File: config.mk
export PLATFORM = sky130hd
export DESIGN_NAME = subservient_timer
export DESIGN_NICKNAME = d
export VERILOG_FILES = /design/src/rtl/subservient_timer.sv
export SDC_FILE = /design/constraint.sdc
export NUM_CORES = 1
export LEC_CHECK = 0
export ABC_CLOCK_PERIOD_IN_PS = 3200
export CORE_ASPECT_RATIO = 1.25
export CORE_MARGIN = 3
export CORE_UTILIZATION = 53
export DETAILED_ROUTE_END_ITERATION = 10
export GPL_TIMING_DRIVEN = 0
export PLACE_DENSITY = 0.8
export SYNTH_ARGS = -nofsm -noshare
export SYNTH_HDL_FRONTEND = slang
export SYNTH_SLANG_ARGS = --single-unit
File: constraint.sdc
create_clock -name i_clk -period 3.2 [get_ports i_clk]
set_input_delay 0.8 -clock i_clk [delete_from_list [all_inputs] [get_ports i_clk]]
set_output_delay 0.8 -clock i_clk [all_outputs]
set_load 0.03 [all_outputs]
File: src/rtl/subservient_timer.sv
// subservient_timer
//   Wishbone timer peripheral for the subservient SoC extension bus.
//   It holds a free-running 32-bit mtime with a programmable prescaler
//   and a 32-bit mtimecmp. It raises a level timer interrupt while
//   IRQ_EN is set and mtime >= mtimecmp.
//
//   Register map (adr[3:2]; all other address bits ignored):
//     0 MTIME     rw
//     1 MTIMECMP  rw
//     2 CTRL      rw  bit0 EN, bit1 IRQ_EN, [8+PRESCALE_W-1:8] DIV
//     3 STATUS    ro  bit0 mtime>=mtimecmp, bit1 o_timer_irq
//
// Ports
//   i_clk, i_rst         clock, synchronous active-high reset
//   i_wb_adr/dat/sel/we  request fields, held stable by master until ack
//   i_wb_stb             request strobe (no cyc)
//   o_wb_rdt             read data, valid in ack cycle only (else 0)
//   o_wb_ack             one-cycle acknowledge, one cycle after stb
//   o_timer_irq          registered level interrupt
//
// PRESCALE_W must be in 1..16 so DIV fits in CTRL bits [23:8].
module subservient_timer #(
  parameter int PRESCALE_W = 8
) (
  input  logic        i_clk,
  input  logic        i_rst,
  input  logic [31:0] i_wb_adr,
  input  logic [31:0] i_wb_dat,
  input  logic [3:0]  i_wb_sel,
  input  logic        i_wb_we,
  input  logic        i_wb_stb,
  output logic [31:0] o_wb_rdt,
  output logic        o_wb_ack,
  output logic        o_timer_irq
);

  localparam logic [1:0] A_MTIME    = 2'd0;
  localparam logic [1:0] A_MTIMECMP = 2'd1;
  localparam logic [1:0] A_CTRL     = 2'd2;
  localparam logic [1:0] A_STATUS   = 2'd3;

  // Implemented CTRL bits; everything else stays 0.
  localparam logic [31:0] CTRL_MASK =
    32'h3 | (((32'h1 << PRESCALE_W) - 32'h1) << 8);
  localparam logic [PRESCALE_W-1:0] P_ONE = 1;

  logic [31:0]           mtime, mtimecmp, ctrl;
  logic [PRESCALE_W-1:0] pcnt;

  logic                  en, irq_en;
  logic [PRESCALE_W-1:0] div;
  assign en     = ctrl[0];
  assign irq_en = ctrl[1];
  assign div    = ctrl[8 +: PRESCALE_W];

  // A request is taken in the cycle before ack rises. Gating with ~ack
  // makes a held stb produce one ack every other cycle.
  logic        req, wr, tick, cmp_hit;
  logic [31:0] wmask, rdata;
  assign req     = i_wb_stb & ~o_wb_ack;
  assign wr      = req & i_wb_we;
  assign wmask   = {{8{i_wb_sel[3]}}, {8{i_wb_sel[2]}},
                    {8{i_wb_sel[1]}}, {8{i_wb_sel[0]}}};
  assign tick    = en & (pcnt == div);
  assign cmp_hit = (mtime >= mtimecmp);

  logic unused_adr;
  assign unused_adr = ^{i_wb_adr[31:4], i_wb_adr[1:0]};

  function automatic logic [31:0] merge(input logic [31:0] old,
                                        input logic [31:0] dat,
                                        input logic [31:0] msk);
    return (old & ~msk) | (dat & msk);
  endfunction

  always_comb begin
    rdata = '0;
    case (i_wb_adr[3:2])
      A_MTIME:    rdata = mtime;
      A_MTIMECMP: rdata = mtimecmp;
      A_CTRL:     rdata = ctrl;
      A_STATUS:   rdata = {30'd0, o_timer_irq, cmp_hit};
      default:    rdata = '0;
    endcase
  end

  always_ff @(posedge i_clk) begin
    if (i_rst) begin
      mtime       <= '0;
      mtimecmp    <= '1;
      ctrl        <= '0;
      pcnt        <= '0;
      o_wb_ack    <= 1'b0;
      o_wb_rdt    <= '0;
      o_timer_irq <= 1'b0;
    end else begin
      o_wb_ack    <= req;
      o_wb_rdt    <= (req & ~i_wb_we) ? rdata : '0;
      o_timer_irq <= irq_en & cmp_hit;

      // A software write to MTIME suppresses that cycle's increment.
      if (wr && i_wb_adr[3:2] == A_MTIME)
        mtime <= merge(mtime, i_wb_dat, wmask);
      else if (tick)
        mtime <= mtime + 32'd1;

      if (wr && i_wb_adr[3:2] == A_MTIMECMP)
        mtimecmp <= merge(mtimecmp, i_wb_dat, wmask);

      // Any CTRL write restarts the prescale period, whatever sel is.
      if (wr && i_wb_adr[3:2] == A_CTRL) begin
        ctrl <= merge(ctrl, i_wb_dat, wmask) & CTRL_MASK;
        pcnt <= '0;
      end else if (en) begin
        pcnt <= tick ? '0 : pcnt + P_ONE;
      end
    end
  end

endmodule

[Word level (Yosys, flattened, before mapping)]
Cells that the tools add are included.
Cells by class
  $add $sub $neg: 2
  $mul: 0
  divide/modulo/power cells: 0
  magnitude comparators: 1
  eq/ne operators: 4
  shift operators: 0
  mux-type cells: 4
  bitwise logic cells: 16
  reduce and logical (&&, ||, !) cells: 7
Operator list (count)
  32-bit case mux with 4 select lines: 1
  32-bit AND: 3
  32-bit two-way mux: 2
  32-bit OR: 2
  32-bit by 1-bit adder with 32-bit output, second input constant: 1
  32-bit >= comparator: 1
  32-bit NOT: 1
  16-bit AND: 1
  16-bit OR: 1
  8-bit by 1-bit adder with 8-bit output, second input constant: 1
  8-bit == test: 1
  8-bit two-way mux: 1
  1-bit AND: 5
  2-bit == test, second input constant: 2
  2-bit OR reduction: 2
  1-bit logical AND: 3
  1-bit NOT: 3
  2-bit by 1-bit == test with 1-bit output, second input constant: 1
  2-bit zero test: 1
  2-bit nonzero test: 1
Word-level totals
  register bits: 116
  latch bits: 0
  memory bits (writable): 0
  bits in read-only memories: 0
  input bits: 72
  memories kept: 0

[Depth between registers and ports, before layout]
  depth in word-level cells: 5
  mapped depth: 9
  mapped depth without buffers: 8

[Worst setup path after synthesis]
No wires, ideal clock.
  path type: input to register
  from: input i_wb_adr[2]
  to: register with a tool-made name
  arrival: 2.376 ns
  required time: 3.080 ns
  setup slack: 0.704 ns
  stages on the path: 6
  buffers on the path: 2
  path through: clkbuf_1 -> inv_1 -> nor3_1 -> clkbuf_1 -> nand2_1 -> a211o_1
RTL lines
  start, declared: RTL line 27  | input logic [31:0] i_wb_adr,

==> impl_results.md <==
* Clk root buf: clkbuf_16
* Number of setup buffers added after CTS at 0
* Max FO, Critical Path at 10
* Final min period at slightly above 3 ns
* DRC Markers at 0
* Skew final at ~0.0047 ns
* Chip width at around 100 um
* Worst Path Buf+Inv at 4
* Mapped Cells at 718
* Post-synthesis compound-gate area fraction at 0.161
* Worst-Margin Slew at around 0.91 ns
* Static leakage at between 0.003 and 0.004 uW
* R2R depth at 8
* Peak supply drop at about 0.00032 V
* Unique masters post-synth at 54
* Cell Count, Final, Fillers Out at 955
* Sequential area share after synthesis at 0.389
* # rows at 42
* Outcome: finished clean
* WP data arrival at about 3.4 ns
* Synth area leaders: dfxtp_1 39%, ha_1 7.1%, nor2_1 5.2%
* Hold Crit Depth at 2
* Max_slew headroom at 0.393
* Antenna-violating nets left at 0
* Critical Path End Type: flip-flop
* Reg2reg end: o_wb_rdt[0]$_SDFF_PP0_
* CTS tree: built
* Main combinational cell family by area after synthesis: simple AND/OR/NAND/NOR gates
* Clock net sink count at between 100 and 150
* Hold Fails Final Rpt at 0
* Top-area cell type share of the netlist area at 0.389
* Adder-cell area share of the yosys netlist at 0.0712
* Worst-Skew Late Latency at around 0.42 ns
* Met3 Usage GRT at 0.0773
* Synth Net Count at 824
* Logic gate share of total power at 0.075
* Crit Path Category: in -> reg
* CTS Buf Count at 17
* DP Wirelength at ~13,000 um
* Max-Cap Viols at 0
* Flop pwr share at 0.398
* Design Power at 3750 uW
* Area grow syn2layout at 25.4%
* Most common cell after layout, fill and taps aside: dfxtp_1
* Final setup fails at 0
* Post-synth top area cell: dfxtp_1
* Worst EP required at roughly 3.5 ns
* Via density at ~6.2
* Grt met1 use at 0.322
* Largest net degree at the start of global routing at 17
* Fin. max-slew vios at 0
* Post-synthesis async set-or-reset flop share at 0
* Via count at just under 6,000
* Inst Count DP at about 900
* Internal at 2890 uW
* Mux share of post-synthesis cell area at 0.0559
* Number of synthesized flops with an enable pin at 0
* Syn avg cell area at ~8.3 um^2
* Post-Synth Simple-Gate Area at 0.245
* Slowest-stage cell, CP: clkdlybuf4s50_1
* Die height at 125 um
* Hold crit path type: reg -> reg
* FF-to-FF setup slack at approximately 0.50 ns
* RSZ-0062 raised after global routing: no
* Top Ports at 106
* Busiest grt layer: met2
* Clk pwr share at 0.527
* Htree depth at 4
* Main synth FF type: dfxtp_1
* YS warnings at 0
* Global routing met2 resource utilization at 0.460
* Most frequent cells in the layout: 116 x dfxtp_1, 83 x nor2_1, 73 x clkdlybuf4s50_1, 65 x nand2_1, 45 x a21oi_1
* Final wirelength at ~18,000 um
* Clock transition at path regs at 0.05 ns
* TritonRoute pass-1 iters at 7
* Diode count at 0
* Seq cells post-synth at approximately 120
* Number of global-route vias before repair at roughly 5,900
* Drt initial violations at 454
* Fillcell total at about 840
* Sw frac at 0.228
* Final period util at 0.965
* Synth Area in XOR/XNOR at 0.0279
* Share of cells above drive strength 1 at 0.0571
* First-pass GRT wire length at 28,200 um
* Achievable Freq at between 0.3 and 0.4 GHz
* Crit start category: input port
* Routability cong. at 0.898
* Total Routing Usage GR at 0.281
* Routed len/inst at ~18 um
* CP dominant cell by count: buf_2
* # port buffers at 73
* NetSw at ~860 uW
* Initial antenna violation count at 0
* CP peak stage delay at between 0.4 and 0.5 ns
* Initial core utilization at 0.554
* CTS Buffer Depth at 2
* Mapped cell area at roughly 6000 um^2
* CORE AREA at 10,800 um^2
* Layout Nets at about 900
* Total gr overflow at 0
* CP top delay family: buffers and inverters
* Power Density at 501 nW/um^2
* Die footprint at 12,600 um^2
* Critical path, cell by cell: clkdlybuf4s50_1 -> nand3b_1 -> or3_1 -> buf_2 -> nand4_1 -> buf_2 -> clkbuf_1 -> o21ai_0 -> a211oi_1
-- worst min-delay path, stage by stage (launching register included) --
cell and delay [ns]:
dfxtp_1 0.32, nand2_1 0.06, nand3b_1 0.06
-- synth_stat cells, types with 4 or more instances --
library cell,count
xnor2_1,5
a2111oi_0,4
nor4_1,8
nand2b_1,5
inv_1,37
a211oi_1,14
and2_1,6
nand2_1,66
a31oi_1,7
a311oi_1,5
nand4_1,10
nand3b_1,15
dfxtp_1,116
mux2i_1,30
o21bai_1,9
nor2_1,83
a211o_1,20
clkbuf_1,32
a21o_1,4
nor3_1,21
or3_1,6
ha_1,34
a21oi_1,45
nand3_1,38
o21ai_0,12
xor2_1,14
buf_2,6
and3_1,26
-- metrics by stage --
| stage | setup TNS [ns] | worst slack, ns | hold slack (ns) | instance area [um^2] | util |
|---|---|---|---|---|---|
| 2_1_floorplan | 0 | 0.704 | 0.442 | 5970 | - |
| 3_3_place_gp | -11.37 | -0.402 | 0.455 | 6870 | 0.638 |
| 3_5_place_dp | -12.74 | -0.419 | 0.469 | 6870 | 0.638 |
| 4_1_cts | 0 | 0.147 | 0.477 | 7490 | 0.695 |
| 5_1_grt | 0 | 0.00394 | 0.511 | 7490 | 0.695 |
| 6_report | 0 | 0.112 | 0.488 | 7490 | 0.695 |
-- how the worst max path moves through the flow --
stage / cells past startpoint / from / slack [ns] / end
2_1_floorplan: 6 / i_wb_adr[2] / 0.70 / flip-flop
3_3_place_gp: 6 / i_wb_stb / -0.40 / flip-flop
3_5_place_dp: 6 / i_wb_stb / -0.42 / flip-flop
4_1_cts: 8 / i_wb_stb / 0.15 / flip-flop
5_1_grt: 9 / i_wb_stb / 0.004 / flip-flop
6_report: 9 / i_wb_stb / 0.11 / flip-flop
-- final cells by class --
cell class                 count  area (um^2)  area share
tap                          132          165      0.0220
clock inverter                 9          125      0.0167
buffer                        41          164      0.0219
timing repair buffer          73          731      0.0975
inverter                      37          139      0.0185
multi-input combinational    524         3360       0.448
sequential                   116         2320       0.310
clock buffer                  23          488      0.0651
-- logic make-up after synthesis --
family | after synthesis
flip-flops | 116
AO/OA/AOI/OAI | 141
AND/OR/NAND/NOR | 298
adder cells (fa/ha/maj) | 34
XOR/XNOR | 19
multiplexers | 32
buffers and inverters | 78
-- timing repair --
item,CTS,global route
resized for setup,1,5
setup endpoints to repair,9,6
pin swaps,0,0
hold buffers,0,0
-- layer usage --
layer | routed length [um] | up-vias
met5 | 0 | -
met3 | 1390 | 75
li1 | - | 2756
met1 | 6780 | 2791
met4 | 836 | 0
met2 | 8590 | 272
-- power groups by stage --
stage               logic [uW]  registers (uW)  clock network [uW]
finish                     282            1490                1980
global route               305            1490                2050
CTS                        279            1490                1970
detailed placement         274            1520                   0
global placement           268            1520                   0
floorplan                  139            1530                   0
Note: power is estimated with default switching activity, not from simulation.
